--- config.mk ---
export PLATFORM = sky130hd
export DESIGN_NAME = regfile_scoreboard_flat
export DESIGN_NICKNAME = d
export VERILOG_FILES = /design/src/rtl/regfile_scoreboard_if.sv /design/src/rtl/regfile_scoreboard.sv /design/src/flat_wrapper.sv
export SDC_FILE = /design/constraint.sdc
export NUM_CORES = 1
export LEC_CHECK = 0
export ABC_AREA = 1
export CAP_MARGIN = 10
export CORE_MARGIN = 2
export CORE_UTILIZATION = 40
export DETAILED_ROUTE_END_ITERATION = 12
export PLACE_DENSITY_LB_ADDON = 0.12
export RECOVER_POWER = 50
export SETUP_SLACK_MARGIN = 0.3
export SYNTH_ARGS = -nofsm -noshare
export SYNTH_HDL_FRONTEND = slang
export SYNTH_SLANG_ARGS = --single-unit
--- constraint.sdc ---
create_clock -name clk -period 2 [get_ports clk]
set_clock_uncertainty 0.05 [all_clocks]
set_input_delay 0.4 -clock clk [delete_from_list [all_inputs] [get_ports clk]]
set_output_delay 0.4 -clock clk [all_outputs]
set_load 0.02 [all_outputs]
--- src/rtl/regfile_scoreboard_if.sv ---
// Decode-stage register file bus: write port, two read ports, scoreboard, clear and flags.
// Width parameters must match the regfile_scoreboard instance they connect to.
interface regfile_scoreboard_if #(
    parameter int DATA_W   = 16,
    parameter int NUM_REGS = 16
);
    localparam int ADDR_W = $clog2(NUM_REGS);

    logic              WriteReg;
    logic [ADDR_W-1:0] DstReg;
    logic [DATA_W-1:0] DstData;
    logic [ADDR_W-1:0] SrcReg1;
    logic [ADDR_W-1:0] SrcReg2;
    logic [DATA_W-1:0] SrcData1;
    logic [DATA_W-1:0] SrcData2;
    logic              SrcBusy1;
    logic              SrcBusy2;
    logic              alloc_en;
    logic [ADDR_W-1:0] alloc_reg;
    logic              clr_req;
    logic              clr_busy;
    logic [2:0]        flag_in;
    logic [2:0]        flag_en;
    logic [2:0]        flag_out;

    modport master (
        output WriteReg, DstReg, DstData, SrcReg1, SrcReg2,
        output alloc_en, alloc_reg, clr_req, flag_in, flag_en,
        input  SrcData1, SrcData2, SrcBusy1, SrcBusy2, clr_busy, flag_out
    );

    modport slave (
        input  WriteReg, DstReg, DstData, SrcReg1, SrcReg2,
        input  alloc_en, alloc_reg, clr_req, flag_in, flag_en,
        output SrcData1, SrcData2, SrcBusy1, SrcBusy2, clr_busy, flag_out
    );
endinterface

--- src/rtl/regfile_scoreboard.sv ---
// Register file with write-bypass, scoreboard busy bits, sequenced bulk clear and Z/O/N flags.
// Optional macro RF_R0_ZERO_EN: register 0 is hardwired to zero and never marked busy.
module regfile_scoreboard #(
    parameter int DATA_W   = 16,
    parameter int NUM_REGS = 16
) (
    input logic                clk,
    input logic                rst_n,
    regfile_scoreboard_if.slave bus
);
    localparam int ADDR_W = $clog2(NUM_REGS);
`ifdef RF_R0_ZERO_EN
    localparam bit R0_ZERO = 1'b1;
`else
    localparam bit R0_ZERO = 1'b0;
`endif

    typedef enum logic {IDLE, CLEAR} state_e;

    state_e                             state_q, state_d;
    logic [ADDR_W-1:0]                  clr_ptr_q, clr_ptr_d;
    logic [NUM_REGS-1:0][DATA_W-1:0]    regs_q, regs_d;
    logic [NUM_REGS-1:0]                busy_q, busy_d;
    logic [2:0]                         flag_q, flag_d;

    logic                               wr_ok;
    logic [1:0][ADDR_W-1:0]             src_reg;
    logic [1:0][DATA_W-1:0]             src_data;
    logic [1:0]                         src_busy;

    // Out-of-range destinations still pass here; they simply match no register.
    assign wr_ok   = (state_q == IDLE) && bus.WriteReg && !(R0_ZERO && bus.DstReg == '0);
    assign src_reg = {bus.SrcReg2, bus.SrcReg1};

    always_comb begin
        src_data = '0;
        src_busy = '0;
        for (int p = 0; p < 2; p++) begin
            logic hit;
            hit = 1'b0;
            for (int i = 0; i < NUM_REGS; i++) begin
                if (src_reg[p] == ADDR_W'(i) && !(R0_ZERO && i == 0)) begin
                    hit         = 1'b1;
                    src_data[p] = regs_q[i];
                    src_busy[p] = busy_q[i];
                end
            end
            if (hit && wr_ok && bus.DstReg == src_reg[p]) begin
                src_data[p] = bus.DstData;
                src_busy[p] = 1'b0;
            end
        end
    end

    assign bus.SrcData1 = src_data[0];
    assign bus.SrcData2 = src_data[1];
    assign bus.SrcBusy1 = src_busy[0];
    assign bus.SrcBusy2 = src_busy[1];
    assign bus.clr_busy = (state_q == CLEAR);
    assign bus.flag_out = flag_q;

    always_comb begin
        state_d   = state_q;
        clr_ptr_d = clr_ptr_q;
        regs_d    = regs_q;
        busy_d    = busy_q;
        for (int b = 0; b < 3; b++)
            flag_d[b] = bus.flag_en[b] ? bus.flag_in[b] : flag_q[b];

        case (state_q)
            IDLE: begin
                for (int i = 0; i < NUM_REGS; i++) begin
                    if (wr_ok && bus.DstReg == ADDR_W'(i)) begin
                        regs_d[i] = bus.DstData;
                        busy_d[i] = 1'b0;
                    end
                    // Allocation after writeback so a new producer keeps the register busy.
                    if (bus.alloc_en && bus.alloc_reg == ADDR_W'(i) && !(R0_ZERO && i == 0))
                        busy_d[i] = 1'b1;
                end
                clr_ptr_d = '0;
                if (bus.clr_req) state_d = CLEAR;
            end
            CLEAR: begin
                for (int i = 0; i < NUM_REGS; i++) begin
                    if (clr_ptr_q == ADDR_W'(i)) begin
                        regs_d[i] = '0;
                        busy_d[i] = 1'b0;
                    end
                end
                if (clr_ptr_q == ADDR_W'(NUM_REGS - 1)) begin
                    clr_ptr_d = '0;
                    state_d   = IDLE;
                end else begin
                    clr_ptr_d = clr_ptr_q + 1'b1;
                end
            end
            default: state_d = IDLE;
        endcase
    end

    always_ff @(posedge clk or negedge rst_n) begin
        if (!rst_n) begin
            state_q   <= IDLE;
            clr_ptr_q <= '0;
            regs_q    <= '0;
            busy_q    <= '0;
            flag_q    <= '0;
        end else begin
            state_q   <= state_d;
            clr_ptr_q <= clr_ptr_d;
            regs_q    <= regs_d;
            busy_q    <= busy_d;
            flag_q    <= flag_d;
        end
    end
endmodule
--- src/flat_wrapper.sv ---
// flat-port wrapper written by rule: the top's interface ports become plain ports
module regfile_scoreboard_flat 
#(
    parameter int DATA_W   = 16,
    parameter int NUM_REGS = 16
)
  (clk, rst_n, bus_WriteReg, bus_DstReg, bus_DstData, bus_SrcReg1, bus_SrcReg2, bus_alloc_en, bus_alloc_reg, bus_clr_req, bus_flag_in, bus_flag_en, bus_SrcData1, bus_SrcData2, bus_SrcBusy1, bus_SrcBusy2, bus_clr_busy, bus_flag_out);
  regfile_scoreboard_if #(.DATA_W(DATA_W), .NUM_REGS(NUM_REGS)) bus_i ();
  input logic clk;
  input logic rst_n;
  input wire logic [$bits(bus_i.WriteReg)-1:0] bus_WriteReg;
  input wire logic [$bits(bus_i.DstReg)-1:0] bus_DstReg;
  input wire logic [$bits(bus_i.DstData)-1:0] bus_DstData;
  input wire logic [$bits(bus_i.SrcReg1)-1:0] bus_SrcReg1;
  input wire logic [$bits(bus_i.SrcReg2)-1:0] bus_SrcReg2;
  input wire logic [$bits(bus_i.alloc_en)-1:0] bus_alloc_en;
  input wire logic [$bits(bus_i.alloc_reg)-1:0] bus_alloc_reg;
  input wire logic [$bits(bus_i.clr_req)-1:0] bus_clr_req;
  input wire logic [$bits(bus_i.flag_in)-1:0] bus_flag_in;
  input wire logic [$bits(bus_i.flag_en)-1:0] bus_flag_en;
  output wire logic [$bits(bus_i.SrcData1)-1:0] bus_SrcData1;
  output wire logic [$bits(bus_i.SrcData2)-1:0] bus_SrcData2;
  output wire logic [$bits(bus_i.SrcBusy1)-1:0] bus_SrcBusy1;
  output wire logic [$bits(bus_i.SrcBusy2)-1:0] bus_SrcBusy2;
  output wire logic [$bits(bus_i.clr_busy)-1:0] bus_clr_busy;
  output wire logic [$bits(bus_i.flag_out)-1:0] bus_flag_out;
  assign bus_i.WriteReg = bus_WriteReg;
  assign bus_i.DstReg = bus_DstReg;
  assign bus_i.DstData = bus_DstData;
  assign bus_i.SrcReg1 = bus_SrcReg1;
  assign bus_i.SrcReg2 = bus_SrcReg2;
  assign bus_i.alloc_en = bus_alloc_en;
  assign bus_i.alloc_reg = bus_alloc_reg;
  assign bus_i.clr_req = bus_clr_req;
  assign bus_i.flag_in = bus_flag_in;
  assign bus_i.flag_en = bus_flag_en;
  assign bus_SrcData1 = bus_i.SrcData1;
  assign bus_SrcData2 = bus_i.SrcData2;
  assign bus_SrcBusy1 = bus_i.SrcBusy1;
  assign bus_SrcBusy2 = bus_i.SrcBusy2;
  assign bus_clr_busy = bus_i.clr_busy;
  assign bus_flag_out = bus_i.flag_out;
  regfile_scoreboard #(.DATA_W(DATA_W), .NUM_REGS(NUM_REGS)) u_core (.clk(clk), .rst_n(rst_n), .bus(bus_i));
endmodule
-- Word level (Yosys, flattened, before mapping)
Cells that the tools add are included.
Widths: inputs -> output; s select.
- add/subtract/negate cells: 1
- multiply operators: 0
- divide/modulo/power cells: 0
- order comparisons: 0
- eq/ne operators: 125
- shift operators: 0
- mux-type cells: 187
- bitwise operators: 1
- reductions and logical operators: 74
- operators with widths (operator ; number):
    $mux 16 ; 66
    $pmux 256 s2 ; 1
    $eq 4x4->1 const B ; 40
    $mux 1 ; 116
    $eq 4x3->1 const B ; 20
    $ne 2x2->1 const B ; 32
    $reduce_and 2->1 ; 32
    $ne 3x3->1 const B ; 16
    $eq 4x2->1 const B ; 10
    $logic_and 1x1->1 ; 37
    $pmux 16 s2 ; 1
    $eq 4x1->1 const B ; 5
    $logic_not 4->1 ; 5
    $eq 4x4->1 ; 2
    $pmux 4 s2 ; 1
    $add 4x1->4 const B ; 1
    $mux 4 ; 1
    $pmux 1 s2 ; 1
    $not 1->1 ; 1
- bits in registers: 280
- bits in latches: 0
- RAM bits: 0
- memory bits (read-only): 0
- input port bits: 43
- output and inout port bits: 38
- logic and storage cells: 425
- memories kept: 0

-- Depth between registers and ports, before layout
- depth after elaboration: 20
- mapped depth: 16
- gate-level depth less buffers: 15

-- Worst setup path before layout
Ideal clock, no wire load.
- path kind: flip-flop to output port
- from: register u_core.state_q, in the netlist u_core.bus.clr_busy
- to: output port bus_SrcData2[11]
- arrival time: 1.837 ns
- data required time: 1.550 ns
- path slack: -0.287 ns
- stages on the path, launching flop included: 11
- buffers on the path: 2
- path through: dfrtp_1 > buf_6 > inv_4 > nand2_2 > a2111oi_2 > nand3_2 > buf_2 > o21ai_0 > inv_2 > nand2_1 > nand2_1
- longest elaborated chain between the ends: 5
- RTL lines (item ; line ; source):
    from (decl) ; regfile_scoreboard.sv:20 ; state_e state_q, state_d;
    from (signal assigned) ; regfile_scoreboard.sv:110 ; state_q <= state_d;
    $not 1->1 ; regfile_scoreboard.sv:32 ; assign wr_ok = (state_q == IDLE) && bus.WriteReg && !(R0_ZERO && bus.DstReg == '0);
    $logic_and 1x1->1 ; regfile_scoreboard.sv:32 ;
    $logic_and 1x1->1 (2 in series) ; regfile_scoreboard.sv:48 ; if (hit && wr_ok && bus.DstReg == src_reg[p]) begin
    $mux 16 ; regfile_scoreboard.sv:48 ;
    to (decl) ; flat_wrapper.sv:22 ; output wire logic [$bits(bus_i.SrcData2)-1:0] bus_SrcData2;
Every way passes these cells.

-- Worst setup path in the final report
- from: input port bus_SrcReg2[2]
- to: output port bus_SrcData2[1]
- longest elaborated chain between the ends: 20
- elaborated cells on any way between the ends: 52
- classes of those cells: eq/ne (16); mux (33); reduce/logical (3)
- RTL lines (item ; line ; source):
    from (decl) ; flat_wrapper.sv:15 ; input wire logic [$bits(bus_i.SrcReg2)-1:0] bus_SrcReg2;
    $logic_not 4->1 ; regfile_scoreboard.sv:42 ; if (src_reg[p] == ADDR_W'(i) && !(R0_ZERO && i == 0)) begin
    $mux 1 (16 in series) ; regfile_scoreboard.sv:42 ;
    $logic_and 1x1->1 (2 in series) ; regfile_scoreboard.sv:48 ;
    $mux 16 * ; regfile_scoreboard.sv:48 ;
Mark *: on every way between the ends. The rest lies on a longest branch, timed or not.

==> results.ini <==
[status]
outcome = finished with violations
violations = negative setup slack

[synth]
syn_nets = 2069
synth-simple-area-share = 0.2724
synthTopCellsByArea = dfrtp_1, nand2_1, mux2_2
syn_area_mm2 = 0.01576
synth_seq_cells = 280
syn_inst = 2022
synthMuxAreaShare = 0.1215
yosys.area_share.adder = 0.003175
ys_seq_area_frac = 0.4446
synth_top_cell_by_area = dfrtp_1
synth_compound_area_frac = 0.07851
synth_top_family_by_area = simple AND/OR/NAND/NOR gates
synthXorXnorAreaFrac = 0.001111
netlist-cell-type-count = 38
synth_top_area_share = 0.4446
yosysWarningCount = 0
syn_area_per_cell_um2 = 7.795

[worst_hold_path]
hp-start = bus_clr_req
hold_path.class = in -> reg
hold_depth = 3
hold_end = u_core.bus.clr_busy$_DFF_PN0_

[sta]
fmax_mhz = 363.6
setup_slack_ps = -750.0
final_max_slew_viol_count = 0
tightest_slew_ps = 750.5
max_slew_margin = 0.4997
rsz0062_at_grt = true
setup_viol = 272
period_needed_ps = 2750
period_share = 1.375
hold_viol_final = 0
fin_hold_ws_ps = 369.7

[setup_path]
r2r_slack_ps = -230
r2r_start = u_core.bus.clr_busy$_DFF_PN0_
cp_common_cell = buf_6
critPathMaxFanout = 5
cp.depth = 17
critical_path_required_ps = 1550
cpPeakStageDelay_ps = 170
worstSetupPathType = in -> out
cp_slowest_cell = nor2_1
crit_path_end_kind = output pin
r2r_cells = 12
critPathArrivalTime_ps = 2300
crit_path_cell_trace = buf_6 -> buf_6 -> buf_12 -> nand2_8 -> buf_6 -> nor2_4 -> buf_12 -> buf_12 -> nand2_2 -> nand4_1 -> nor2_1 -> nand4_1 -> nor2_1 -> nand4_1 -> nand2_2 -> nand2_2 -> buf_6
start_kind = input pin
r2r-end = u_core.regs_q[192]$_DFFE_PN0P_
path_delay_family = simple AND/OR/NAND/NOR gates
crit_buf_inv = 7

[floorplanning]
io_pins = 81
fp.dieArea_mm2 = 0.04101
die_w_um = 202.5
rows = 72
dieHeight_um = 202.5
start_util = 0.4069
coreArea_mm2 = 0.03874

[place]
port_buffers = 80
gp_congestion = 0.8435
post-place-ws_ps = -1573
dpl.hpwl_mm = 37.37

[routing]
wirelength_mm = 59.27
ant_nets = 0
wl_per_cell_um = 20.26
vias_per_cell = 5.311
dr.first_iter.drc_count = 1176
drcViolationCount = 0
vias = 15540
drt_first_pass_iters = 5

[layout]
layout_common_cells = nand2_1, dfrtp_1, inv_1
nNetsFinal = 2433
antennaDiodeCount = 0
final_common_cell = nand2_1
final.fill_count = 3305
drive_gt1_frac = 0.4128
area.growth.synth_to_final_pct = 52.41

[clocking]
root_buffer = clkbuf_16
cts_buffers = 35
cts.clk_slew.worst_paths_ps = 60
cts_tree = done
cts_sinks = 280
insertion_delay_ps = 520
htreeDepth = 2
clockBufferDepth = 3

[global_routing]
gr-usage-all-layers = 0.2769
antenna_found_initial = 0
gr-total-overflow = 0
grt_pass1_vias = 15170
grt_first_pass_wirelength_mm = 88.22
grt_max_degree = 73

[pwr]
total_power_mw = 25.09
powerDensity_mw_per_mm2 = 1045
p_leak_nw = 11.19
peakVddDrop_mv = 0.6460

[run]
cap_violations = 0

## cell usage after synthesis
master     instances
o31ai_4            1
xnor2_1            1
clkbuf_1          45
clkinv_1           1
o21ai_1            6
buf_4              7
a221oi_1           1
nor2_2            17
a2111oi_2          1
o21ai_0          142
nand3_2            1
inv_1            189
nor2_1           204
ha_1               4
o21ai_2            3
o31ai_1            1
nor2_4             1
dfrtp_1          280
a21oi_1           65
nand2_1          627
nand2_4            1
nand3_1           75
nor3_1             7
and2_1             1
nand2_2            8
xor2_1             1
clkbuf_2           1
inv_4              1
nor3_2             3
mux2_2           169
buf_6              3
inv_2             18
o22ai_1            4
buf_2             39
nand4_1           86
mux2_1             1
a32o_1             6
a211oi_1           1
## layer usage
layer	vias to the layer above	global-route usage	part of all wire	wire [um]
met3	111	0.04944	0.065	3836
met5	-	0	0	0
met4	0	0.09411	0.031	1831
li1	7277	-	-	-
met1	7606	0.3890	0.45	26470
met2	547	0.4320	0.46	27130
## area by class of cell
| cell class | instances | area [um^2] | area share |
|---|---|---|---|
| inverter | 209 | 840.8 | 0.03500 |
| tap | 518 | 648.1 | 0.02698 |
| multi-input combinational | 1440 | 9395 | 0.3911 |
| timing repair buffer | 420 | 4900 | 0.2040 |
| sequential | 280 | 7012 | 0.2919 |
| clock buffer | 48 | 1015 | 0.04224 |
| clock inverter | 11 | 211.5 | 0.008803 |
## per-stage QoR
step	instance area, um^2	TNS [ps]	util	instances
3_5_place_dp	19680	-140770	0.5081	2749
3_3_place_gp	19680	-134780	0.5081	2749
2_1_floorplan	16510	-443.6	-	2022
5_1_grt	24020	-61140	0.6201	2926
4_1_cts	23040	-26720	0.5949	2898
6_report	24020	-46500	0.6201	2926
## power breakdown
group / internal (mW) / total, mW / switching (mW)
sequential: 7.54 / 8.96 / 1.42
clock: 4.31 / 6.81 / 2.51
combinational: 4.65 / 9.32 / 4.67
total: 16.5 / 25.1 / 8.60
## timing repair
item | 4_1_cts | 5_1_grt
gates cloned | 17 | 11
hold buffers | 1 | 0
setup buffers | 72 | 17
hold endpoints to repair | 20 | 0
pin swaps | 236 | 222
setup endpoints to repair | 301 | 314
gates resized for setup | 561 | 249
## tightest hold or removal path: cells and delay by family
family	cells	cell delay (ps)
buffers and inverters	1	390
and+or+nand+nor	2	120
## how the worst max path moves through the flow
stage	from	to
CTS	bus_SrcReg1[3]	bus_SrcData1[15]
global placement	bus_SrcReg1[0]	bus_SrcBusy1
finish	bus_SrcReg2[2]	bus_SrcData2[1]
global route	bus_SrcReg1[3]	bus_SrcData1[7]
floorplan	bus_SrcReg1[3]	bus_SrcData1[12]
detailed placement	bus_SrcReg2[1]	bus_SrcData2[8]
## sequential cells by signal, indices dropped and copies added, names as in the netlist
signal               cells
u_core.bus.flag_out      3
u_core.clr_ptr_q         4
u_core.busy_q           16
u_core.regs_q          256
u_core.bus.clr_busy      1
## cell families after synthesis
kind of cell / Yosys count
flip-flops: 280
adder cells (fa/ha/maj): 4
AO/OA/AOI/OAI: 231
multiplexers: 170
AND/OR/NAND/NOR: 1031
buffers and inverters: 304
XOR/XNOR: 2
No activity file was read; power rests on OpenSTA's default activity.
